<file path="src/rtl/fwd_hazard_unit.sv">
// Forwarding and hazard control for a five-stage pipeline.
// Keeps shadow copies of the destination info for the EX, MEM and WB
// instructions, so only ID-stage decode fields are needed. It produces
// the registered EX operand-mux selects, the combinational ID
// branch-compare selects, the load-use/branch stall, and a saturating
// count of stall cycles.
module fwd_hazard_unit #(
  parameter int REG_AW = 5,
  parameter int CNT_W  = 16
) (
  input  logic              clk,
  input  logic              rst_n,
  input  logic              id_valid,
  input  logic [REG_AW-1:0] id_rs,
  input  logic [REG_AW-1:0] id_rt,
  input  logic              id_use_rs,
  input  logic              id_use_rt,
  input  logic [REG_AW-1:0] id_rd,
  input  logic              id_regwrite,
  input  logic              id_memread,
  input  logic              id_is_branch,
  input  logic              id_flush,
  output logic [1:0]        fwd_a,
  output logic [1:0]        fwd_b,
  output logic              cmp_fwd_a,
  output logic              cmp_fwd_b,
  output logic              stall,
  output logic [CNT_W-1:0]  stall_count
);

  typedef struct packed {
    logic              valid;
    logic [REG_AW-1:0] rd;
    logic              regwrite;
    logic              memread;
  } slot_t;

  typedef enum logic [1:0] {
    SEL_RF  = 2'b00,
    SEL_MEM = 2'b01,
    SEL_WB  = 2'b10
  } fwd_sel_e;

  slot_t ex_slot, mem_slot, wb_slot;
  slot_t id_slot;

  logic ex_rs, ex_rt, mem_rs, mem_rt;
  logic load_use, br_haz, load_ex;

  // A slot produces register r only if it is a live writer of a nonzero register
  function automatic logic writes(input slot_t s, input logic [REG_AW-1:0] r);
    return s.valid & s.regwrite & (s.rd == r) & (r != '0);
  endfunction

  // Operand select for the instruction entering EX: the old EX becomes MEM
  // and the old MEM becomes WB, so the nearer producer takes priority
  function automatic fwd_sel_e pick(input logic use_x, input logic [REG_AW-1:0] r,
                                    input slot_t near, input slot_t far);
    if (!use_x)             return SEL_RF;
    else if (writes(near, r)) return SEL_MEM;
    else if (writes(far, r))  return SEL_WB;
    else                      return SEL_RF;
  endfunction

  // Match the ID sources against in-flight producers and derive stall/compare selects
  always_comb begin
    id_slot  = '{valid: 1'b1, rd: id_rd, regwrite: id_regwrite, memread: id_memread};
    ex_rs    = id_use_rs & writes(ex_slot, id_rs);
    ex_rt    = id_use_rt & writes(ex_slot, id_rt);
    mem_rs   = id_use_rs & writes(mem_slot, id_rs);
    mem_rt   = id_use_rt & writes(mem_slot, id_rt);
    load_use = ex_slot.memread & (ex_rs | ex_rt);
    br_haz   = id_is_branch & ((ex_rs | ex_rt) | (mem_slot.memread & (mem_rs | mem_rt)));
    stall    = rst_n & id_valid & ~id_flush & (load_use | br_haz);
    cmp_fwd_a = rst_n & id_is_branch & mem_rs & ~mem_slot.memread;
    cmp_fwd_b = rst_n & id_is_branch & mem_rt & ~mem_slot.memread;
    load_ex  = id_valid & ~stall & ~id_flush;
  end

  // Advance the shadow slots, register the EX selects and count stall cycles
  always_ff @(posedge clk) begin
    if (!rst_n) begin
      ex_slot     <= '0;
      mem_slot    <= '0;
      wb_slot     <= '0;
      fwd_a       <= SEL_RF;
      fwd_b       <= SEL_RF;
      stall_count <= '0;
    end else begin
      wb_slot  <= mem_slot;
      mem_slot <= ex_slot;
      ex_slot  <= load_ex ? id_slot : '0;
      fwd_a    <= load_ex ? pick(id_use_rs, id_rs, ex_slot, mem_slot) : SEL_RF;
      fwd_b    <= load_ex ? pick(id_use_rt, id_rt, ex_slot, mem_slot) : SEL_RF;
      if (stall && stall_count != '1)
        stall_count <= stall_count + CNT_W'(1);
    end
  end

endmodule

</file>
<file path="config.mk">
export PLATFORM = sky130hd
export DESIGN_NAME = fwd_hazard_unit
export DESIGN_NICKNAME = d
export VERILOG_FILES = /design/src/rtl/fwd_hazard_unit.sv
export SDC_FILE = /design/constraint.sdc
export NUM_CORES = 1
export LEC_CHECK = 0
export CAP_MARGIN = 20
export CORE_UTILIZATION = 52
export CTS_BUF_LIST = sky130_fd_sc_hd__clkbuf_8
export CTS_CLUSTER_DIAMETER = 100
export DETAILED_ROUTE_END_ITERATION = 8
export PLACE_DENSITY = 0.86
export SLEW_MARGIN = 25
export SYNTH_ARGS = -nofsm -noshare
export SYNTH_HDL_FRONTEND = slang
export SYNTH_SLANG_ARGS = --single-unit
</file>
<file path="constraint.sdc">
create_clock -name clk -period 7.78 [get_ports clk]
set_input_delay 1.556 -clock clk [delete_from_list [all_inputs] [get_ports clk]]
set_output_delay 1.556 -clock clk [all_outputs]
set_load 0.005 [all_outputs]
</file>
## Word-level counts from Yosys, hierarchy flattened

Index checks and enable logic that the tools add are counted.
Widths: inputs -> output; s select.

- Input port bits: 24
- Output and inout bits: 23
- Register bits: 36
- Word-level logic and storage cells: 70

- Multiplexer cells: 5
- Equality and inequality tests: 5
- Add/subtract/negate cells: 1
- Bitwise operators: 38
- Reduce and logical (&&, ||, !) cells: 8

Operators by type and width:

| kind | count |
|---|---|
| $and 1x1->1 | 27 |
| $eq 5x5->1 | 4 |
| $add 16x1->16 const B | 1 |
| $ne 16x16->1 const B | 1 |
| $reduce_bool 5->1 | 2 |
| $mux 8 | 1 |
| $reduce_or 4->1 | 2 |
| $not 1->1 | 7 |
| $reduce_and 3->1 | 2 |
| $mux 2 | 2 |
| $or 1x1->1 | 4 |
| $mux 1 | 2 |
| $reduce_and 2->1 | 1 |
| $logic_and 1x1->1 | 1 |

## Depth between registers and ports, before layout

Gate-level depths: netlist of run 1.

- Depth in word-level cells: 15
- Mapped depth: 8
- Depth with buffers taken out: 8

## Least setup slack after synthesis of run 1

OpenSTA, ideal clock, no wires.

- Kind: input -> output
- Start point: in id_rt[0]
- End point: out stall
- Data arrival time: 2.690 ns
- Cell stages on the path: 6
- Setup slack: 3.534 ns
- Buffers on the path: 0
- Data required time: 6.224 ns
- Path through: nor3_1 > a21bo_1 > or4_4 > a21oi_1 > nor2_1 > nor2_1

- Cells in the longest elaborated chain, start to end: 10
- Elaborated cells between the ends (all ways): 17
- Those cells by class: eq/ne (2); bitwise (14); reduce/logical (1)

Ends and longest elaborated chain:

| what | line | source |
|---|---|---|
| start, declared | 15 | `input logic [REG_AW-1:0] id_rt,` |
| $eq 5x5->1 | 52 | `return s.valid & s.regwrite & (s.rd == r) & (r != '0);` |
| $and 1x1->1 (2 in a row) | 52 |  |
| $and 1x1->1 | 71 | `mem_rt = id_use_rt & writes(mem_slot, id_rt);` |
| $or 1x1->1 | 73 | `br_haz = id_is_branch & ((ex_rs \| ex_rt) \| (mem_slot.memread & (mem_rs \| mem_rt)));` |
| $and 1x1->1 | 73 |  |
| $or 1x1->1 | 73 |  |
| $and 1x1->1 | 73 |  |
| $or 1x1->1 * | 74 | `stall = rst_n & id_valid & ~id_flush & (load_use \| br_haz);` |
| $and 1x1->1 * | 74 |  |
| end, declared | 27 | `output logic stall,` |

Every way passes the cells marked *; elsewhere a longest branch is shown, timed or not.

## Worst setup path after layout of run 1

- Start point: in id_rt[2]
- End point: out stall

The elaborated chain is that of the path after synthesis.

==> results of run 1 <==
## flip-flops by register name, indices dropped and copies added, names as in the netlist
name / cells
stall_count: 16
fwd_a: 2
ex_slot: 8
fwd_b: 2
mem_slot: 8
## synth_stat cells
cell type   n
a2111o_1    2
a2111oi_2   4
a211oi_1    1
a211oi_2    1
a21bo_1     1
a21oi_1     5
a311oi_1    1
a41oi_1     1
and2_1     18
and3_1      9
and4_1      4
buf_6       1
clkbuf_1    4
dfxtp_1    36
ha_1        1
inv_1       3
mux2i_1     6
nand2_1    20
nand2b_1    5
nand3_1     4
nand3b_1    1
nand4_1     6
nand4b_1    1
nor2_1     14
nor2b_1     4
nor3_1      2
nor4_1      2
or2_2       1
or4_4       1
xnor2_1     6
xor2_1     24
## layer usage
layer	track usage (%)	part of all wire [%]
met1	29.5	48
met5	0	0
met3	5.63	4.1
met4	11.3	1.8
met2	37.6	46
## area by class of cell
class / instances / area share (%)
well taps: 44 / 2.35
clock inverters: 3 / 1.65
inverters: 3 / 0.480
clock buffers: 5 / 2.93
repair buffers: 46 / 19.6
flip-flops and latches: 36 / 30.7
multi-input cells: 145 / 42.3
## worst reg2reg max path, stage by stage (launching register included)
cell,delay (ns)
dfxtp_1,0.37
xnor2_1,0.14
nand4_1,0.12
or4_4,0.52
a2111o_1,0.61
a2111oi_2,0.48
xor2_1,0.11
and2_1,0.17
## worst max path at each step
stage,cells past startpoint,startpoint,endpoint
detailed placement,8,id_rt[0],stall
finish,8,id_rt[2],stall
global placement,8,id_rt[0],stall
global route,8,id_rt[2],stall
floorplan,6,id_rt[0],stall
CTS,8,id_rt[0],stall
## per-stage QoR
stage / instances / power [mW]
floorplan: 189 / 0.203
global placement: 274 / 0.219
detailed placement: 274 / 0.220
CTS: 282 / 0.376
global route: 282 / 0.386
finish: 282 / 0.375
## power groups by stage
stage	Combinational [mW]	Sequential [mW]	Clock, mW
2_1_floorplan	0.0117	0.191	0
3_3_place_gp	0.0273	0.192	0
3_5_place_dp	0.0277	0.192	0
4_1_cts	0.0280	0.188	0.160
5_1_grt	0.0304	0.188	0.168
6_report	0.0281	0.188	0.159
## cell families (layout without fill, tap and decap cells)
kind of cell	count (synthesis)	in the layout	share of synthesized area, %
adders and majority gates	1	1	0.715
and+or+nand+nor	92	92	28.7
AOI/OAI and AO/OA	16	16	8.86
DFF	36	36	41.2
buffers and inverters	8	57	2.14
xor gates and xnor gates	30	30	15.0
muxes	6	6	3.43
==> results.txt, run 1 <==
Grt ovf = 0
Reg2reg path depth = 7
First-pass GRT wire length = 6090 um
Num rows = 20
Worst-skew pair later-pin latency = 0.29 ns
CORE AREA = 0.00313 mm^2
Post-synthesis net count = 214
DR WL/cell = 13.8 um
Reg-to-Reg End = stall_count[13]$_SDFFE_PN0P_
Share of cells above drive strength 1 = 5.88%
Final worst setup slack = 2.35 ns
Number of synthesized register bits = 36
Post-synthesis sequential area ratio = 41.2%
Commonest non-fill, non-tap cell in the layout = clkdlybuf4s50_1
Commonest non-fill, non-tap cells in the layout = clkdlybuf4s50_1 (46), dfxtp_1 (36), xor2_1 (24), nand2_1 (20), and2_1 (18)
Net switching component of the power = 0.0783 mW
Slew Viols, Final = 0
Hold Crit Start = ex_slot[7]$_SDFF_PN0_
Nets = 262
Pre-CTS setup slack = 2.37 ns
Placer Congestion = 0.829
Post-route ant nets = 0
Internal power = 0.296 mW
Synth top area cells = dfxtp_1 (41%), xor2_1 (12%), and2_1 (6.4%), nand2_1 (4.3%), mux2i_1 (3.4%)
Worst r2r src = mem_slot[3]$_SDFF_PN0_
Synth top area share = 41.2%
Worst Hold End = mem_slot[7]$_SDFF_PN0_
Max incr delay on CP = 0.55 ns
Detailed-route DRC error count = 0
Initial antenna violation count = 0
R2r setup slk = 5.16 ns
Total global routing track utilization = 23.5%
Max IR drop VDD = 0.129 mV
Critical-path top delay cell = clkdlybuf4s50_1
Number of max-cap violations = 0
Crit-path leading delay family = buffers and inverters
Final wirelength = 3880 um
Vias = 1518
Area Overhead vs Synth = 34.1%
Placement Cell Area = 0.00224 mm^2
Pre-antenna DRT Iters = 4
Initial Util = 56.0%
CP max FO = 10
Measured slew at the worst slew-check pin = 0.961 ns
Worst Path Buf+Inv = 2
Switch share = 20.9%
Mean Syn Cell Area = 9.26 um^2
PwrDens = 160 mW/mm^2
CTS max path bufs = 2
Clock Power Share = 42.4%
Largest net degree at the start of global routing = 32
Synthesized area = 0.00175 mm^2
Hold Crit Class = reg2reg
Headroom to the max-slew limit = 35.7%
Reg clk slew, reported paths = 0.07 ns
Startpoint types = input pin
Hold slack = 0.461 ns
Count of buffers from port buffering = 46
Data required time of the worst path = 6.22 ns
Sequential fraction of design power = 50.1%
Setup Skew = 0.00474 ns
Post-CTS Hold Fix Bufs = 0
Hold path cells = 1
Setup crit end kind = output port
Final std cell area, no fill = 0.00235 mm^2
Warnings from Yosys = 0
Die height = 60.0 um
CTS resizes = 0
Fin. Hold Viols = 0
1st-iter DRT viols = 70
Final Cycle Share = 69.8%
Clock tree from TritonCTS = built
Die ar. = 0.00360 mm^2
Final setup vio count = 0
CTS Root Cell = clkbuf_8
Setup Fix Bufs, Post-CTS = 0
HPWL after DPL = 2800 um
TNS Setup = 0 ns
Post-route minimum period = 5.43 ns
Clock buffer count from CTS = 5
Number of fill cells in the layout = 234
Antenna Cells = 0
I/O Pins = 47
CP Data Arrival Time = 3.87 ns
Combinational share of power = 7.5%
Synth area leader = dfxtp_1
DIE WIDTH = 60.0 um
Register Area = 721 um^2
Clock sink count = 36
H-tree depth = 2
Area of the multi-input gates = 992 um^2
Post-Synthesis Cells = 189
CP Class = in2out
Number of global-route vias before repair = 1374
RSZ-0062 raised after global routing = no
Cell chain of the critical path = clkdlybuf4s50_1 -> nor3_1 -> a21bo_1 -> or4_4 -> a21oi_1 -> nor2_1 -> nor2_1 -> clkdlybuf4s50_1
Status = completed
Leakage power = 0.981 nW
Final Core Density = 75.0%
Netlist cell types = 31
Via density = 5.38
Fmax = 184 MHz
(Power assumes the default switching activity.)
==> run 2, diff against run 1 <==
--- a/config.mk
+++ b/config.mk
@@ -6,11 +6,11 @@
 export NUM_CORES = 1
 export LEC_CHECK = 0
 export CAP_MARGIN = 20
-export CORE_UTILIZATION = 52
+export CORE_UTILIZATION = 50
 export CTS_BUF_LIST = sky130_fd_sc_hd__clkbuf_8
 export CTS_CLUSTER_DIAMETER = 100
 export DETAILED_ROUTE_END_ITERATION = 8
-export PLACE_DENSITY = 0.86
+export PLACE_DENSITY = 0.83
 export SLEW_MARGIN = 25
 export SYNTH_ARGS = -nofsm -noshare
 export SYNTH_HDL_FRONTEND = slang
==> constraint.sdc (replaced) <==
create_clock -name clk -period 5.1 [get_ports clk]
set_input_delay 1.02 -clock clk [delete_from_list [all_inputs] [get_ports clk]]
set_output_delay 1.02 -clock clk [all_outputs]
set_load 0.005 [all_outputs]
==> results.txt, run 2 (synthesis gave the netlist of run 1 again) <==
Post-CTS Hold Fix Bufs = 0 (unchanged)
CP Data Arrival Time = 3.37 ns (-0.50 ns)
Worst-skew pair later-pin latency = 0.29 ns (about the same)
Measured slew at the worst slew-check pin = 0.484 ns (-0.477 ns)
Number of max-cap violations = 0 (unchanged)
First-pass GRT wire length = 6090 um (+0.12%)
Post-route minimum period = 4.39 ns
CTS resizes = 0 (unchanged)
Final setup vio count = 0 (unchanged)
Total global routing track utilization = 22.7% (-0.78 points)
Status = completed
Die ar. = 0.00374 mm^2 (+3.9%)
Fin. Hold Viols = 0 (unchanged)
1st-iter DRT viols = 60 (-14%)
Max incr delay on CP = 0.54 ns (about the same)
Pre-CTS setup slack = 0.753 ns (-1.61 ns)
CTS Root Cell = clkbuf_8
Count of buffers from port buffering = 46 (unchanged)
Largest Register = stall_count
RSZ-0062 raised after global routing = no
Max IR drop VDD = 0.156 mV (+21%)
R2r setup slk = 2.42 ns (-2.74 ns)
Area Overhead vs Synth = 33.8%
Setup Skew = 0.00760 ns (+0.00286 ns)
Setup crit end kind = output port
Initial antenna violation count = 0 (unchanged)
Post-route ant nets = 0 (unchanged)
Detailed-route DRC error count = 0 (unchanged)
TNS Setup = 0 ns (unchanged)
Worst r2r src = mem_slot[4]$_SDFF_PN0_
Number of global-route vias before repair = 1360 (-1.0%)
Clock sink count = 36 (unchanged)
Antenna Cells = 0 (unchanged)
Startpoint types = input pin
Critical Path Source = id_rt[2]
Final worst setup slack = 0.708 ns (-1.64 ns)
Max FFs per register = 16 (unchanged)
Clock buffer count from CTS = 5 (unchanged)
Placer Congestion = 0.836 (+0.91%)
CORE AREA = 0.00334 mm^2 (+6.7%)
Clock tree from TritonCTS = built
Reg-to-Reg End = stall_count[9]$_SDFFE_PN0P_
H-tree depth = 2 (unchanged)
Share of cells above drive strength 1 = 6.69% (+0.81 points)
DR WL/cell = 13.5 um (-1.7%)
Inst Count DP = 277 (+1.1%)
Headroom to the max-slew limit = 67.6% (+32 points)
PwrDens = 230 mW/mm^2 (+44%)
Die height = 61.2 um (+1.9%)
Reg2reg path depth = 7 (unchanged)
Commonest non-fill, non-tap cell in the layout = clkdlybuf4s50_1
Leakage power = 0.978 nW (-0.36%)
Registers with the most flip-flops = stall_count x16, ex_slot x8, mem_slot x8
Number of fill cells in the layout = 267 (+14%)
I/O Pins = 47 (unchanged)
Data required time of the worst path = 4.08 ns (-2.14 ns)
CP Class = in2out
Initial Util = 52.5% (-3.5 points)
Slew Viols, Final = 0 (unchanged)
Largest net degree at the start of global routing = 32 (unchanged)
Cell chain of the critical path = clkdlybuf4s50_1 -> xnor2_1 -> nand4_1 -> or4_4 -> a21oi_1 -> nor2_1 -> nor2_1 -> clkdlybuf4s50_1
Num rows = 21 (+5.0%)
Hold Crit Class = reg2reg
HPWL after DPL = 2910 um (+3.8%)
Nets = 263 (+0.38%)
CP max FO = 10 (unchanged)
Critical Path End = stall
Grt ovf = 0 (unchanged)
DIE WIDTH = 61.2 um (+1.9%)
Reg clk slew, reported paths = 0.07 ns (about the same)
Critical-path top delay cell = or4_4
Vias = 1497 (-1.4%)
Cell Count, Final, Fillers Out = 285 (+1.1%)
CTS max path bufs = 2 (unchanged)
Final wirelength = 3860 um (-0.64%)
Setup Fix Bufs, Post-CTS = 0 (unchanged)
Final Cycle Share = 86.1%
Via density = 5.25 (-2.4%)
Commonest non-fill, non-tap cells in the layout = clkdlybuf4s50_1 (46), dfxtp_1 (36), xor2_1 (24), nand2_1 (20), and2_1 (18)
Pre-antenna DRT Iters = 4 (unchanged)
Fmax = 228 MHz
[run 2: layer usage]
layer,global-route usage [%],wire [um],vias up
met5,0,0,-
met1,28.3,1780,704
met2,37.9,1860,36
met3,6.30,164,8
met4,7.47,45,0
li1,-,-,749
[run 2: how the worst min path moves through the flow]
stage                     slack, ns                      to                  start  cells past startpoint
after CTS                      0.46  mem_slot[7]$_SDFF_PN0_  ex_slot[7]$_SDFF_PN0_                      1
after floorplan                0.43  mem_slot[1]$_SDFF_PN0_  ex_slot[1]$_SDFF_PN0_                      1
final                          0.46  mem_slot[7]$_SDFF_PN0_  ex_slot[7]$_SDFF_PN0_                      1
after global placement         0.44  mem_slot[7]$_SDFF_PN0_  ex_slot[7]$_SDFF_PN0_                      1
after detailed placement       0.44  mem_slot[7]$_SDFF_PN0_  ex_slot[7]$_SDFF_PN0_                      1
after global routing           0.47  mem_slot[7]$_SDFF_PN0_  ex_slot[7]$_SDFF_PN0_                      1
[run 2: final cells by class]
type	count	area (um^2)	share of cell area [%]
clock buffer	6	82.6	3.53
clock inverter	2	10.0	0.427
inverter	3	11.3	0.481
multi-input combinational	145	992	42.4
sequential	36	721	30.8
tap	46	57.6	2.46
timing repair buffer	47	468	20.0
[run 2: critical path, delay by kind of cell]
| family | cells | cell delay, ns |
|---|---|---|
| AOI/OAI and AO/OA | 1 | 0.16 |
| buffers and inverters | 2 | 0.99 |
| xor gates and xnor gates | 1 | 0.24 |
| and+or+nand+nor | 4 | 0.97 |
[run 2: report_power, final]
part | internal, mW | total, mW | switching, mW
clock | 0.108 | 0.208 | 0.100
sequential | 0.284 | 0.286 | 0.00251
combinational | 0.0255 | 0.0437 | 0.0182
[run 2: stage by stage]
step | power, mW | cell area, um^2 | hold WS [ns] | util [%]
after global placement | 0.335 | 2250 | 0.438 | 67.4
after CTS | 0.540 | 2340 | 0.459 | 70.2
final | 0.538 | 2340 | 0.457 | 70.2
after floorplan | 0.310 | 1750 | 0.430 | -
after detailed placement | 0.336 | 2250 | 0.442 | 67.4
after global routing | 0.555 | 2340 | 0.474 | 70.2
==> run 3, diff against run 2 <==
--- a/config.mk
+++ b/config.mk
@@ -11,7 +11,6 @@
 export CTS_CLUSTER_DIAMETER = 100
 export DETAILED_ROUTE_END_ITERATION = 8
 export PLACE_DENSITY = 0.83
-export SLEW_MARGIN = 25
 export SYNTH_ARGS = -nofsm -noshare
 export SYNTH_HDL_FRONTEND = slang
 export SYNTH_SLANG_ARGS = --single-unit
==> results of run 3 <==
No change in the layout: final DEF, timing and power equal those of run 2.
